### src/rtl/bram_bist_ctrl_if.sv
// Bus between the BIST controller and the 256x32 BlockRAM macro.
// Latency: none, wires only.
// Backpressure: none; the BRAM accepts a write and a read every cycle.
interface bram_bist_ctrl_if #(
    parameter int ADDR_W = 8,
    parameter int DATA_W = 32
);
    logic [ADDR_W-1:0] rd_addr;
    logic [DATA_W-1:0] rd_data;
    logic [ADDR_W-1:0] wr_addr;
    logic [DATA_W-1:0] wr_data;
    logic              C0, C1, C2, C3, C4, C5;

    // Controller side: drives addresses, write data and static configuration pins.
    modport master (
        output rd_addr, wr_addr, wr_data, C0, C1, C2, C3, C4, C5,
        input  rd_data
    );

    // Memory side: returns read data.
    modport slave (
        input  rd_addr, wr_addr, wr_data, C0, C1, C2, C3, C4, C5,
        output rd_data
    );
endinterface

### src/rtl/bram_bist_ctrl.sv
// BIST engine: fills the BRAM with a pattern, reads it back, compares; optional
// inverted second pass under BRAM_BIST_INVERT_PASS_EN. Latency start->done: 514+L.
// No backpressure: the BRAM writes every cycle; start is ignored unless IDLE.
module bram_bist_ctrl #(
    parameter int ADDR_W     = 8,
    parameter int DATA_W     = 32,
    parameter int REG_BYPASS = 0
) (
    input  logic                 clk,
    input  logic                 reset,
    input  logic                 start,
    input  logic [1:0]           pattern_sel,
    bram_bist_ctrl_if.master     bram,
    output logic                 busy,
    output logic                 done,
    output logic                 pass,
    output logic [ADDR_W:0]      err_count,
    output logic [ADDR_W-1:0]    fail_addr,
    output logic [DATA_W-1:0]    fail_data
);
    localparam int L     = (REG_BYPASS != 0) ? 1 : 2;
    localparam int CNT_W = ADDR_W + 1;
    localparam int DEPTH = 2 ** ADDR_W;
    localparam int SH_W  = $clog2(DATA_W);

    typedef enum logic [2:0] {
        S_IDLE, S_WRITE, S_GAP, S_READ, S_FLUSH, S_DONE
    } state_t;

    typedef struct packed {
        logic              vld;
        logic [ADDR_W-1:0] addr;
        logic [DATA_W-1:0] exp;
    } cmp_t;

    state_t            state_q, state_d;
    logic [CNT_W-1:0]  addr_q, addr_d;
    logic [1:0]        sel_q, sel_d;
    logic [ADDR_W-1:0] wr_addr_q, wr_addr_d;
    logic [DATA_W-1:0] wr_data_q, wr_data_d;
    logic [ADDR_W-1:0] rd_addr_q, rd_addr_d;
    cmp_t              p1_q, p1_d, p2_q, p2_d, cmp;
    logic [CNT_W-1:0]  err_q, err_d;
    logic [ADDR_W-1:0] fail_addr_q, fail_addr_d;
    logic [DATA_W-1:0] fail_data_q, fail_data_d;
    logic              pass_q, pass_d;
    logic              pat_inv;

`ifdef BRAM_BIST_INVERT_PASS_EN
    logic              pass_idx_q, pass_idx_d;
    assign pat_inv = pass_idx_q;
`else
    assign pat_inv = 1'b0;
`endif

    function automatic logic [DATA_W-1:0] pattern(input logic [1:0] sel,
                                                  input logic [ADDR_W-1:0] a,
                                                  input logic inv);
        logic [DATA_W-1:0] p;
        p = '0;
        case (sel)
            2'd0:    for (int i = 0; i < DATA_W; i++) p[i] = a[i % ADDR_W];
            2'd1:    p = a[0] ? {(DATA_W/2){2'b01}} : {(DATA_W/2){2'b10}};
            2'd2:    p = '1;
            default: p = DATA_W'(1) << a[SH_W-1:0];
        endcase
        return inv ? ~p : p;
    endfunction

    // Static configuration: 32-bit ports, permanent write enable, read register choice.
    assign bram.C0 = 1'b1;
    assign bram.C1 = 1'b1;
    assign bram.C2 = 1'b1;
    assign bram.C3 = 1'b1;
    assign bram.C4 = 1'b1;
    assign bram.C5 = (REG_BYPASS != 0);

    assign bram.rd_addr = rd_addr_q;
    assign bram.wr_addr = wr_addr_q;
    assign bram.wr_data = wr_data_q;
    assign busy      = (state_q == S_WRITE) || (state_q == S_GAP) ||
                       (state_q == S_READ)  || (state_q == S_FLUSH);
    assign done      = (state_q == S_DONE);
    assign pass      = pass_q;
    assign err_count = err_q;
    assign fail_addr = fail_addr_q;
    assign fail_data = fail_data_q;

    // Next-state, address sequencing, compare pipeline and error capture.
    always_comb begin
        state_d     = state_q;
        addr_d      = addr_q;
        sel_d       = sel_q;
        wr_addr_d   = wr_addr_q;
        wr_data_d   = wr_data_q;
        rd_addr_d   = rd_addr_q;
        err_d       = err_q;
        fail_addr_d = fail_addr_q;
        fail_data_d = fail_data_q;
        pass_d      = pass_q;
`ifdef BRAM_BIST_INVERT_PASS_EN
        pass_idx_d  = pass_idx_q;
`endif
        // Expected word travels alongside the read so it lines up with rd_data L cycles later.
        p1_d.vld  = (state_q == S_READ);
        p1_d.addr = rd_addr_q;
        p1_d.exp  = pattern(sel_q, rd_addr_q, pat_inv);
        p2_d      = p1_q;
        cmp       = (L == 1) ? p1_q : p2_q;

        if (cmp.vld && (bram.rd_data != cmp.exp)) begin
            if (err_q == '0) begin
                fail_addr_d = cmp.addr;
                fail_data_d = bram.rd_data;
            end
            if (err_q != CNT_W'(DEPTH)) err_d = err_q + CNT_W'(1);
        end

        case (state_q)
            S_IDLE: if (start) begin
                sel_d       = pattern_sel;
                err_d       = '0;
                fail_addr_d = '0;
                fail_data_d = '0;
                pass_d      = 1'b0;
`ifdef BRAM_BIST_INVERT_PASS_EN
                pass_idx_d  = 1'b0;
`endif
                wr_addr_d   = '0;
                wr_data_d   = pattern(pattern_sel, '0, 1'b0);
                addr_d      = CNT_W'(1);
                state_d     = S_WRITE;
            end
            // Word 0 is issued on entry; the MSB of addr marks all words written,
            // after which wr_* simply hold the last word so idle writes are harmless.
            S_WRITE: if (addr_q[ADDR_W]) begin
                state_d = S_GAP;
            end else begin
                wr_addr_d = addr_q[ADDR_W-1:0];
                wr_data_d = pattern(sel_q, addr_q[ADDR_W-1:0], pat_inv);
                addr_d    = addr_q + CNT_W'(1);
            end
            S_GAP: begin
                rd_addr_d = '0;
                addr_d    = CNT_W'(1);
                state_d   = S_READ;
            end
            S_READ: if (addr_q[ADDR_W]) begin
                addr_d  = '0;
                state_d = S_FLUSH;
            end else begin
                rd_addr_d = addr_q[ADDR_W-1:0];
                addr_d    = addr_q + CNT_W'(1);
            end
            S_FLUSH: if (addr_q == CNT_W'(L - 1)) begin
`ifdef BRAM_BIST_INVERT_PASS_EN
                if (!pass_idx_q) begin
                    pass_idx_d = 1'b1;
                    wr_addr_d  = '0;
                    wr_data_d  = pattern(sel_q, '0, 1'b1);
                    addr_d     = CNT_W'(1);
                    state_d    = S_WRITE;
                end else begin
                    pass_d  = (err_d == '0);
                    state_d = S_DONE;
                end
`else
                pass_d  = (err_d == '0);
                state_d = S_DONE;
`endif
            end else begin
                addr_d = addr_q + CNT_W'(1);
            end
            S_DONE:  state_d = S_IDLE;
            default: state_d = S_IDLE;
        endcase
    end

    // State and datapath registers with synchronous reset.
    always_ff @(posedge clk) begin
        if (reset) begin
            state_q     <= S_IDLE;
            addr_q      <= '0;
            sel_q       <= '0;
            wr_addr_q   <= '0;
            wr_data_q   <= '0;
            rd_addr_q   <= '0;
            p1_q        <= '0;
            p2_q        <= '0;
            err_q       <= '0;
            fail_addr_q <= '0;
            fail_data_q <= '0;
            pass_q      <= 1'b0;
`ifdef BRAM_BIST_INVERT_PASS_EN
            pass_idx_q  <= 1'b0;
`endif
        end else begin
            state_q     <= state_d;
            addr_q      <= addr_d;
            sel_q       <= sel_d;
            wr_addr_q   <= wr_addr_d;
            wr_data_q   <= wr_data_d;
            rd_addr_q   <= rd_addr_d;
            p1_q        <= p1_d;
            p2_q        <= p2_d;
            err_q       <= err_d;
            fail_addr_q <= fail_addr_d;
            fail_data_q <= fail_data_d;
            pass_q      <= pass_d;
`ifdef BRAM_BIST_INVERT_PASS_EN
            pass_idx_q  <= pass_idx_d;
`endif
        end
    end
endmodule

### src/flat_wrapper.sv
// flat-port wrapper written by rule: the top's interface ports become plain ports
module bram_bist_ctrl_flat 
#(
    parameter int ADDR_W     = 8,
    parameter int DATA_W     = 32,
    parameter int REG_BYPASS = 0
)
  (clk, reset, start, pattern_sel, busy, done, pass, err_count, fail_addr, fail_data, bram_rd_addr, bram_wr_addr, bram_wr_data, bram_C0, bram_C1, bram_C2, bram_C3, bram_C4, bram_C5, bram_rd_data);
  bram_bist_ctrl_if #(.ADDR_W(ADDR_W), .DATA_W(DATA_W)) bram_i ();
  input  logic clk;
  input  logic reset;
  input  logic start;
  input  logic [1:0] pattern_sel;
  output logic busy;
  output logic done;
  output logic pass;
  output logic [ADDR_W:0] err_count;
  output logic [ADDR_W-1:0] fail_addr;
  output logic [DATA_W-1:0] fail_data;
  output wire logic [$bits(bram_i.rd_addr)-1:0] bram_rd_addr;
  output wire logic [$bits(bram_i.wr_addr)-1:0] bram_wr_addr;
  output wire logic [$bits(bram_i.wr_data)-1:0] bram_wr_data;
  output wire logic [$bits(bram_i.C0)-1:0] bram_C0;
  output wire logic [$bits(bram_i.C1)-1:0] bram_C1;
  output wire logic [$bits(bram_i.C2)-1:0] bram_C2;
  output wire logic [$bits(bram_i.C3)-1:0] bram_C3;
  output wire logic [$bits(bram_i.C4)-1:0] bram_C4;
  output wire logic [$bits(bram_i.C5)-1:0] bram_C5;
  input wire logic [$bits(bram_i.rd_data)-1:0] bram_rd_data;
  assign bram_rd_addr = bram_i.rd_addr;
  assign bram_wr_addr = bram_i.wr_addr;
  assign bram_wr_data = bram_i.wr_data;
  assign bram_C0 = bram_i.C0;
  assign bram_C1 = bram_i.C1;
  assign bram_C2 = bram_i.C2;
  assign bram_C3 = bram_i.C3;
  assign bram_C4 = bram_i.C4;
  assign bram_C5 = bram_i.C5;
  assign bram_i.rd_data = bram_rd_data;
  bram_bist_ctrl #(.ADDR_W(ADDR_W), .DATA_W(DATA_W), .REG_BYPASS(REG_BYPASS)) u_core (.clk(clk), .reset(reset), .start(start), .pattern_sel(pattern_sel), .bram(bram_i), .busy(busy), .done(done), .pass(pass), .err_count(err_count), .fail_addr(fail_addr), .fail_data(fail_data));
endmodule
### config.mk
export PLATFORM = sky130hd
export DESIGN_NAME = bram_bist_ctrl_flat
export DESIGN_NICKNAME = d
export VERILOG_FILES = /design/src/rtl/bram_bist_ctrl_if.sv /design/src/rtl/bram_bist_ctrl.sv /design/src/flat_wrapper.sv
export SDC_FILE = /design/constraint.sdc
export NUM_CORES = 1
export LEC_CHECK = 0
export CORE_MARGIN = 2
export CORE_UTILIZATION = 47
export DETAILED_ROUTE_END_ITERATION = 6
export PLACE_DENSITY = 0.74
export SYNTH_ARGS = -nofsm -noshare
export SYNTH_HDL_FRONTEND = slang
export SYNTH_SLANG_ARGS = --single-unit
export TNS_END_PERCENT = 10
### constraint.sdc
create_clock -name clk -period 2.2 [get_ports clk]
set_input_delay 0.66 -clock clk [delete_from_list [all_inputs] [get_ports clk]]
set_output_delay 0.66 -clock clk [all_outputs]
set_load 0.005 [all_outputs]
### After elaboration in Yosys (flattened, before gate mapping)

Cells that the tools add are included.

| word-level totals | value |
|---|---|
| flip-flop bits (word level) | 194 |
| input bits | 37 |
| output and inout port bits | 106 |

| cells by class | value |
|---|---|
| add/sub/neg operators | 2 |
| equal/unequal tests | 19 |
| shift operators | 2 |
| mux-type cells | 37 |
| reduce and logical (&&, ||, !) cells | 20 |

Operators by type and width:

| kind | count |
|---|---|
| 32-bit case mux with 3 select lines | 3 |
| 32-bit two-way mux | 8 |
| 9-bit two-way mux | 8 |
| 32-bit case mux with 2 select lines | 1 |
| 1-bit by 5-bit << shifter with 32-bit output, first input constant | 2 |
| 8-bit two-way mux | 6 |
| 9-bit case mux with 5 select lines | 1 |
| 32-bit != test | 1 |
| 8-bit case mux with 2 select lines | 2 |
| 9-bit by 1-bit adder with 9-bit output, second input constant | 2 |
| 9-bit logical NOT | 2 |
| 3-bit case mux with 5 select lines | 1 |
| 3-bit two-way mux | 4 |
| 2-bit != test, second input constant | 5 |
| 9-bit by 1-bit == test with 1-bit output, second input constant | 1 |
| 9-bit != test, second input constant | 1 |
| 3-bit AND reduction | 3 |
| 4-bit AND reduction | 2 |
| 3-bit by 2-bit == test with 1-bit output, second input constant | 2 |
| 3-bit == test, second input constant | 2 |
| 2-bit nonzero test | 3 |
| 5-bit nonzero test | 1 |
| 2-bit by 1-bit == test with 1-bit output, second input constant | 2 |
| 2-bit == test, second input constant | 2 |
| other kinds (9) | 15 |

### Longest topological paths before layout

Gate-level depths: netlist (run 1).

| logic depth | value |
|---|---|
| depth in word-level cells | 6 |
| gate-level depth with buffers | 10 |

### Worst setup path after synthesis (run 1)

Ideal clock, no wire load.

| timing path | value |
|---|---|
| kind | input to register |
| from | in bram_rd_data[3] |
| to | reg u_core.pass_q, in the netlist u_core.pass |
| setup time | 121 ps |
| arrival | 2,155 ps |
| data required time | 2,079 ps |
| setup slack | -75 ps |
| stages | 8 |
| path buffers | 1 |
| path through | xnor2_1 -> nand4_1 -> nor4_1 -> nand2_1 -> clkbuf_1 -> o2111a_1 -> o32ai_1 -> o21ai_1 |

| on the way | value |
|---|---|
| cells in the longest elaborated chain, start to end | 6 |

Ends and longest elaborated chain:

| element | RTL line | source |
|---|---|---|
| start, declared | flat_wrapper.sv:29 | `input wire logic [$bits(bram_i.rd_data)-1:0] bram_rd_data;` |
| 32-bit != test | bram_bist_ctrl.sv:111 | `if (cmp.vld && (bram.rd_data != cmp.exp)) begin` |
| 1-bit logical AND | bram_bist_ctrl.sv:111 |  |
| 9-bit two-way mux | bram_bist_ctrl.sv:111 |  |
| 9-bit logical NOT | bram_bist_ctrl.sv:168 | `pass_d = (err_d == '0);` |
| 1-bit two-way mux | bram_bist_ctrl.sv:155 | `S_FLUSH: if (addr_q == CNT_W'(L - 1)) begin` |
| 1-bit case mux with 2 select lines | bram_bist_ctrl.sv:119 | `case (state_q)` |
| end signal, assigned | bram_bist_ctrl.sv:209 | `pass_q <= pass_d;` |
| end, declared | bram_bist_ctrl.sv:46 | `logic pass_q, pass_d;` |

No other way between the ends. The select of a mux whose other input is x is not followed.
A chain may end at the register's enable or synchronous reset.

### Worst setup path in the final report (run 1)

| timing path | value |
|---|---|
| from | in bram_rd_data[30] |
| to | reg u_core.pass_q, in the netlist u_core.pass |

Same word-level chain as after synthesis.

==> results of run 1 <==
-- logic make-up after synthesis --
logic type	synth area share (%)
xor gates and xnor gates	5.69
and+or+nand+nor	20.7
other	0.0957
AOI/OAI and AO/OA	11.8
muxes	5.48
buffers and inverters	4.77
DFF	49.5
adders and majority gates	1.91
-- through the flow --
stage	setup TNS [ns]	setup WS (ns)	util [%]
after floorplan	0	0.0134	-
after global placement	-29.29	-0.625	58.4
after detailed placement	-32.54	-0.652	58.4
after CTS	0	0.0209	62.5
after global routing	-0.0690	-0.0369	62.3
final	0	0.0455	62.3
-- how the worst max path moves through the flow --
stage / end / slack [ns] / start
4_1_cts: err_count[8] / 0.02 / u_core.err_count[8]
3_5_place_dp: u_core.pass / -0.65 / bram_rd_data[29]
5_1_grt: u_core.addr_q[0] / -0.04 / u_core.addr_q[7]
2_1_floorplan: u_core.pass / 0.01 / bram_rd_data[3]
3_3_place_gp: u_core.pass / -0.62 / bram_rd_data[29]
6_report: u_core.pass / 0.05 / bram_rd_data[30]
-- cell type report --
type	instances	share of cell area, %
sequential	194	37.9
multi-input combinational	623	35.8
timing repair buffer	194	17.3
clock buffer	17	4.15
tap	220	2.68
clock inverter	15	1.61
inverter	15	0.549
-- flip-flops by register name, indices dropped and copies added, names as in the netlist, 8 cells and up --
| register | cells |
|---|---|
| u_core.cmp | 41 |
| u_core.err_count | 9 |
| u_core.bram.wr_data | 32 |
| u_core.bram.rd_addr | 8 |
| u_core.fail_addr | 8 |
| u_core.p1_q | 41 |
| u_core.bram.wr_addr | 8 |
| u_core.addr_q | 9 |
| u_core.fail_data | 32 |
-- repair_timing --
action / CTS / global route
pin swaps: 13 / 21
gates cloned: 1 / 0
endpoints found under the setup margin: 47 / 27
resized for setup: 48 / 29
buffers inserted: 6 / 0
-- routing by layer --
layer / wire length, µm / GRT usage [%]
met1: 8780 / 27.4
met2: 8930 / 35.3
met3: 950 / 5.10
met4: 313 / 6.80
met5: 0 / 0
-- power groups by stage --
stage | Sequential (µW) | Clock, µW | Combinational, µW
6_report | 3740 | 3070 | 872
5_1_grt | 3750 | 3280 | 954
4_1_cts | 3740 | 3130 | 875
3_5_place_dp | 3810 | 0 | 884
3_3_place_gp | 3810 | 0 | 876
2_1_floorplan | 3810 | 0 | 467
-- placed cells by master, fill, tap and decap left out, types with 3 or more instances in the layout --
| master | count |
|---|---|
| dfxtp_1 | 189 |
| nor2_1 | 112 |
| clkdlybuf4s50_1 | 101 |
| nand2_1 | 96 |
| a21oi_1 | 82 |
| nor2b_1 | 56 |
| buf_4 | 54 |
| o21ai_0 | 52 |
| mux2i_1 | 43 |
| xnor2_1 | 41 |
| nand3_1 | 25 |
| dlygate4sd2_1 | 21 |
| clkbuf_16 | 17 |
| nand4_1 | 15 |
| inv_1 | 14 |
| ha_1 | 12 |
| clkbuf_2 | 12 |
| nor3_1 | 9 |
| xor2_1 | 9 |
| a22o_1 | 8 |
| and3_1 | 7 |
| conb_1 | 6 |
| inv_6 | 5 |
| nor4_1 | 4 |
| a211oi_1 | 4 |
| inv_8 | 4 |
| dfxtp_2 | 4 |
| or2_2 | 3 |
| buf_12 | 3 |
==> run metrics, run 1 <==
Post-Route Skew=0.00755 ns; Layout area overhead=30.7%; CP endpoint kind=flop; Max FO, Critical Path=3; most common cell in the netlist=dfxtp_1; area of the multi-input gates=3670 µm²; hold_buf cts=0; # port buffers=136; LEAKAGE=0.00409 µW; sw power=2000 µW; Highest Clock Rate=464 MHz; post-synth top area cell=dfxtp_1; final WL=19000 µm; vias in the first global route=6051; die span in y=133 µm; Setup crit start kind=input port; Finished Cell Area=10300 µm²; Clk pin slew, worst setup/hold paths=0.07 ns; synthesized area per cell=8.77 µm²; Worst slew margin=58.3%; hold_sp=u_core.p1_q[34]; commonest cells in the netlist=194 x dfxtp_1, 114 x nor2_1, 97 x nand2_1, 83 x a21oi_1, 56 x nor2b_1; drt via density=5.10; io pins=143; Die Wd=133 µm; Int Pwr=5670 µW; clock sinks=194; RR Endpoint=u_core.addr_q[0]; antenna viol nets, final=0; Clock Root Buffer=clkbuf_16; area fraction of the dominant cell type after synthesis=49.5%; fin crit share=97.9%; antenna cells=0; sequential power share=48.7%; Nets=1094; flop2flop setup slack=0.05 ns; die footprint=17700 µm²; CTS tree=built; Placed Area=9620 µm²; EDFF count, synth=0; share of cells above drive strength 1=11.9%; # rows=47; Core ar.=16500 µm²; DR DRC count=0; Hold Path Stages=1; CTS Buffer Depth=2; grt ovf=0; Pwr per Cell Area=748 nW/µm²; CP required=2.57 ns; Overall Power=7670 µW; RSZ-0062 raised after global routing=true; largest cells by area after synthesis=dfxtp_1 49%, mux2i_1 5.5%, nor2_1 5.5%, a21oi_1 5.3%, xnor2_1 4.7%; synth unique cells=52; Levels on crit path=9; initial antenna violation count=0; Buf+Inv Stages, Crit Path=2; Initial Util=47.7%; Final Setup Violations=0; Global Route Usage Sum=21.2%; Hold Violations, Final=0; async set-or-reset flop fraction in the synthesized netlist=0%; hold path endpoint=u_core.cmp[34]; outcome=completed; initial drt markers=317; Post-Synthesis Cells=895; final worst path period need=2.15 ns; Max-cap violations=0; yosys warns=0; CP peak stage delay=0.36 ns; Placer Congestion=0.904; Setup Crit Path Kind=input port to flop; vias=6524; Detail Placement HPWL=13300 µm; Worst Path Arrival=2.52 ns; Top Family by Delay on Critical Path=compound AO/OA/AOI/OAI gates; Worst-Skew Late Latency=0.43 ns; Slew @ Worst Pin=0.619 ns; drt wl/cell=14.9 µm; predominant post-synthesis flop cell=dfxtp_1; drt pass-1 iters=5; Reg-to-Reg Start=u_core.addr_q[7]; fill count=1396; htree depth=4; WHS=0.435 ns; pin count of the biggest net entering global routing=59; total placed cells including tap cells=1239; Clock power frac=40.0%; Synth Cell Area=7850 µm²; Max VDD drop=0.000582 V; CP cell instances=dlygate4sd2_1 > xnor2_1 > nand4_1 > nor4_2 > buf_4 > nand2_4 > a311o_1 > a221o_1 > o21ai_1; Synth Register Bits=194; Comb pwr share=11.4%; Finished Layout Cells=1278; first-pass GRT wire length=30300 µm; worst min path class=flop to flop; Reg2Reg Depth=7; register area=3890 µm²; cts bufs inserted=17; Max Transition Viols Final=0; slowest cell on the critical path=a311o_1; switching part of the total power=26.1%; sequential element share of the synthesized area=49.5%
(Power assumes the default switching activity.)
==> run 2, diff against run 1 <==
- PLACE_DENSITY: 0.74 -> 0.85
==> run 2 against run 1 <==
  * The run now ends with negative setup slack left
  * Sequential share of layout area is 0.48 points lower
  * Largest cell class unchanged
  * Fmax is 5.0% lower
  * Clock power is 1% lower
  * Power is 0.10% higher
  * Global-route usage is 1.2 points higher
  * Final cell count stayed put
  * Via count is 2.1% higher
  * Flip-flop and latch count stayed put
==> run metrics, run 2 (synthesis results as in run 1) <==
initial drt markers=495; Setup crit start kind=input port; die span in y=133 µm; drt wl/cell=15.7 µm; Post-Route Skew=0.0132 ns; # rows=47; Max VDD drop=0.000573 V; Worst slew margin=48.4%; Max FO, Critical Path=9; Clk pin slew, worst setup/hold paths=0.07 ns; Reg-to-Reg Start=u_core.addr_q[7]; Setup TNS=-0.332 ns; Core ar.=16500 µm²; antenna cells=0; Reg2Reg Depth=8; Final Worst Setup Slack=-0.0673 ns; flop2flop setup slack=0 ns; share of cells above drive strength 1=11.3%; outcome=complete, but fails checks; CTS Buffer Depth=2; final WL=20000 µm; CP required=2.52 ns; drt pass-1 iters=5; Final Setup Violations=14; antenna viol nets, final=0; Clock Root Buffer=clkbuf_16; CTS tree=built; Placer Congestion=0.933; CP endpoint kind=flop; CP dominant cell by count=buf_4; grt ovf=0; hold path endpoint=u_core.cmp[37]; pin count of the biggest net entering global routing=56; Worst Path Arrival=2.59 ns; clock sinks=194; cts bufs inserted=17; LEAKAGE=0.00414 µW; initial antenna violation count=0; Pwr per Cell Area=739 nW/µm²; Nets=1094; Die Wd=133 µm; fin crit share=103%; vias in the first global route=6454; drt via density=5.21; Finished Layout Cells=1278; DR DRC count=0; Buf+Inv Stages, Crit Path=4; final worst path period need=2.27 ns; RSZ-0062 raised after global routing=true; Slew @ Worst Pin=0.766 ns; Global Route Usage Sum=22.4%; Max-cap violations=0; failing checks=negative setup slack; slowest cell on the critical path=clkdlybuf4s50_1; Detail Placement HPWL=13700 µm; first-pass GRT wire length=31900 µm; Initial Util=47.7%; Setup Crit Path Kind=input port to flop; htree depth=4; Highest Clock Rate=441 MHz; Layout area overhead=32.4%; commonest non-fill, non-tap cells in the layout=189 x dfxtp_1, 113 x nor2_1, 102 x clkdlybuf4s50_1, 96 x nand2_1, 82 x a21oi_1; io pins=143; Worst-Skew Late Latency=0.44 ns; most common cell after layout, fill and taps aside=dfxtp_1; # port buffers=136; vias=6661; Hold Violations, Final=0; Max Transition Viols Final=0; total placed cells including tap cells=1240; RR Endpoint=u_core.pass; CP cell instances=clkdlybuf4s50_1 > xnor2_1 > nand4_1 > nor4_2 > buf_4 > nand2_4 > nand3_4 > buf_4 > buf_12 > mux2i_2 > nor2_1; die footprint=17700 µm²; Top Family by Delay on Critical Path=buffers and inverters; hold_sp=u_core.p1_q[37]; Hold Path Stages=1; worst min path class=flop to flop; CP peak stage delay=0.51 ns
[run 2: cell types whose count changed in the layout (fill, tap and decap cells not counted), moves of 2 or more]
| cell | before | now |
|---|---|---|
| clkbuf_1 | 0 | 2 |
| clkbuf_2 | 12 | 0 |
| dlygate4sd2_1 | 21 | 30 |
| dlymetal6s2s_1 | 0 | 2 |
| inv_8 | 4 | 2 |
| xnor2_1 | 41 | 38 |
| xnor2_2 | 1 | 4 |
[run 2: through the flow]
stage / worst slack [ns] / total power (µW) / hold slack (ns) / area [µm²] / util (%)
after floorplan: 0.0134 / 4280 / 0.414 / 7880 / -
after global placement: -0.640 / 4690 / 0.418 / 9620 / 58.4
after detailed placement: -0.724 / 4710 / 0.424 / 9620 / 58.4
after CTS: -0.0123 / 7720 / 0.436 / 10300 / 62.5
after global routing: -0.122 / 7980 / 0.448 / 10400 / 63.1
final: -0.0673 / 7680 / 0.434 / 10400 / 63.1
[run 2: worst max path at each step]
stage / cells past startpoint / slack [ns] / start / to
2_1_floorplan: 7 / 0.01 / bram_rd_data[3] / u_core.pass
3_3_place_gp: 10 / -0.64 / bram_rd_data[29] / u_core.pass
3_5_place_dp: 10 / -0.72 / bram_rd_data[29] / u_core.pass
4_1_cts: 8 / -0.01 / bram_rd_data[13] / u_core.pass
5_1_grt: 11 / -0.12 / bram_rd_data[30] / u_core.fail_data[29]
6_report: 11 / -0.07 / bram_rd_data[30] / u_core.fail_data[17]
[run 2: per-layer routing]
metal	routed length, µm	vias to the layer above	track usage (%)
li1	-	3287	-
met2	9960	283	39.3
met4	314	0	7.21
met3	1340	31	5.44
met1	8420	3060	27.2
met5	0	-	0
[run 2: power breakdown]
part / internal (µW) / switching (µW) / leakage [µW]
clock: 1640 / 1390 / 0.000285
combinational: 415 / 504 / 0.00228
sequential: 3660 / 75.0 / 0.00158
[run 2: cell type report]
class                           instances  area [µm²]
Fill cell                            1324        6080
Sequential cell                       194        3890
Multi-Input combinational cell        623        3740
Timing Repair Buffer                  194        1830
Clock buffer                           20         447
Tap cell                              220         275
Clock inverter                         12         141
Inverter                               15        56.3
[run 2: timing repair]
| action | 4_1_cts | 5_1_grt |
|---|---|---|
| pin swaps | 11 | 10 |
| cloned | 2 | 0 |
| endpoints found under the hold margin | 0 | 0 |
| resized for setup | 48 | 16 |
| hold buffers | 0 | 0 |
| endpoints found under the setup margin | 51 | 30 |
| buffers inserted | 0 | 4 |
==> run 3, diff against run 2 <==
- CORE_UTILIZATION: 47 -> 30
- PLACE_DENSITY: 0.85 -> 0.61
==> run 3 against run 2 <==
  * The flow now finishes without violations
  * Sequential power is essentially flat
  * Worst setup slack gained 0.098 ns
  * Die area grew 55%
  * Power grew 1.1%
  * Sequential share of layout area is essentially flat
  * Critical path depth shrank 1
  * Register-to-register slack gained 0.05 ns
  * Flip-flop and latch count is the same
  * Clock power grew 3%
  * Clock skew grew 0.0010 ns
  * Critical path type unchanged
==> run metrics, run 3 (synthesis results as in run 1) <==
Overall Power=7770 µW; drt pass-1 iters=5; Die Wd=166 µm; CP dominant cell by count=buf_4; clock sinks=194; Max-cap violations=0; antenna cells=0; Slew @ Worst Pin=0.567 ns; grt met3 use=3.72%; Clk pin slew, worst setup/hold paths=0.07 ns; Post-Route Skew=0.0143 ns; Detail Placement HPWL=14400 µm; Global Route Usage Sum=14.3%; worst min path class=flop to flop; CTS Buffer Depth=2; share of cells above drive strength 1=10.4%; CP required=2.51 ns; Nets=1090; Max Transition Viols Final=0; Initial Util=30.4%; Hold Path Stages=1; Placer Congestion=0.879; Finished Cell Area=10400 µm²; met2 Use GR=22.9%; Reg2Reg Depth=7; Pwr per Cell Area=748 nW/µm²; M1 GR Usage=19.3%; gr busiest metal=met2; Worst Path Arrival=2.48 ns; Core ar.=25800 µm²; io pins=143; Clock Root Buffer=clkbuf_16; slowest cell on the critical path=o32ai_1; Layout area overhead=32.3%; # rows=59; WHS=0.432 ns; cts bufs inserted=17; DR DRC count=0; CP peak stage delay=0.32 ns; initial drt markers=427; most common cell after layout, fill and taps aside=dfxtp_1; Setup Crit Path Kind=input port to flop; fill count=2624; area of the multi-input gates=3650 µm²; vias=6421; drt wl/cell=14.2 µm; final WL=19700 µm; # port buffers=136; fin crit share=98.6%; initial antenna violation count=0; htree depth=4; Max FO, Critical Path=13; Worst-Skew Late Latency=0.43 ns; Worst slew margin=62.1%; RSZ-0062 raised after global routing=true; Hold Violations, Final=0; CTS tree=built; CP endpoint kind=flop; Placed Area=9770 µm²; Final Setup Violations=0; outcome=completed; CP cell instances=dlygate4sd2_1 > xnor2_1 > nand4_1 > nor4_2 > buf_4 > nand2_2 > buf_4 > o2111a_1 > o32ai_1 > o21ai_2; register area=3890 µm²; Highest Clock Rate=461 MHz; grt ovf=0; pin count of the biggest net entering global routing=103; commonest non-fill, non-tap cells in the layout=188 x dfxtp_1, 113 x nor2_1, 101 x clkdlybuf4s50_1, 96 x nand2_1, 82 x a21oi_1; Max VDD drop=0.000383 V; drt via density=4.62; vias in the first global route=6133; LEAKAGE=0.00405 µW; die span in y=166 µm; antenna viol nets, final=0; final worst path period need=2.17 ns; die footprint=27500 µm²; Setup crit start kind=input port; first-pass GRT wire length=32200 µm
run 3: cell types whose count changed in the layout (fill, tap and decap cells not counted), sizes merged:
cell,previous run,this run
dlymetal6s2s,2,0
inv,20,22
clkdlybuf4s15,1,0
dlygate4sd2,30,34
clkdlybuf4s50,102,101
clkinvlp,1,2
buf,59,55
clkbuf,20,17
run 3: worst max-delay path: cells and delay by family:
family / cells / cell delay, ns
xor gates and xnor gates: 1 / 0.16
buffers and inverters: 3 / 0.61
AOI/OAI and AO/OA: 3 / 0.53
and+or+nand+nor: 3 / 0.51
run 3: final cells by class:
cell class              count  area share, %
multi-input cells         623           35.2
clock buffers              17           4.10
inverters                  15          0.542
flip-flops and latches    194           37.5
well taps                 335           4.04
clock inverters            15           1.73
repair buffers            190           16.9
run 3: final timing paths:
| path | from | to | slack, ns |
|---|---|---|---|
| max | bram_rd_data[17] | u_core.pass | 0.03 |
| max reg2reg | u_core.addr_q[7] | u_core.pass | 0.05 |
| min reg2reg | u_core.p1_q[2] | u_core.cmp[2] | 0.43 |
| min | u_core.p1_q[2] | u_core.cmp[2] | 0.43 |
run 3: what timing repair did:
item,CTS,global route
hold buffers,0,0
buffers inserted,1,1
resized for setup,41,6
pin swaps,7,4
setup endpoints to repair,49,8
run 3: power by group:
part	total (µW)	internal (µW)	switching (µW)
clock	3130	1640	1500
combinational	897	404	492
sequential	3740	3660	74.6
total	7770	5700	2060
run 3: routing by layer:
metal	routed length [µm]	share of wire, %	vias to the layer above
li1	-	-	3280
met1	9420	48	2930
met2	8900	45	192
met3	1170	5.9	19
met4	259	1.3	0
met5	0	0	-
run 3: stage by stage:
stage	worst slack (ns)	setup TNS, ns	cells	utilization [%]
2_1_floorplan	0.0134	0	899	-
3_3_place_gp	-0.624	-25.82	1355	37.8
3_5_place_dp	-0.656	-28.21	1355	37.8
4_1_cts	0.00369	0	1388	40.1
5_1_grt	-0.104	-0.327	1389	40.2
6_report	0.0308	0	1389	40.2
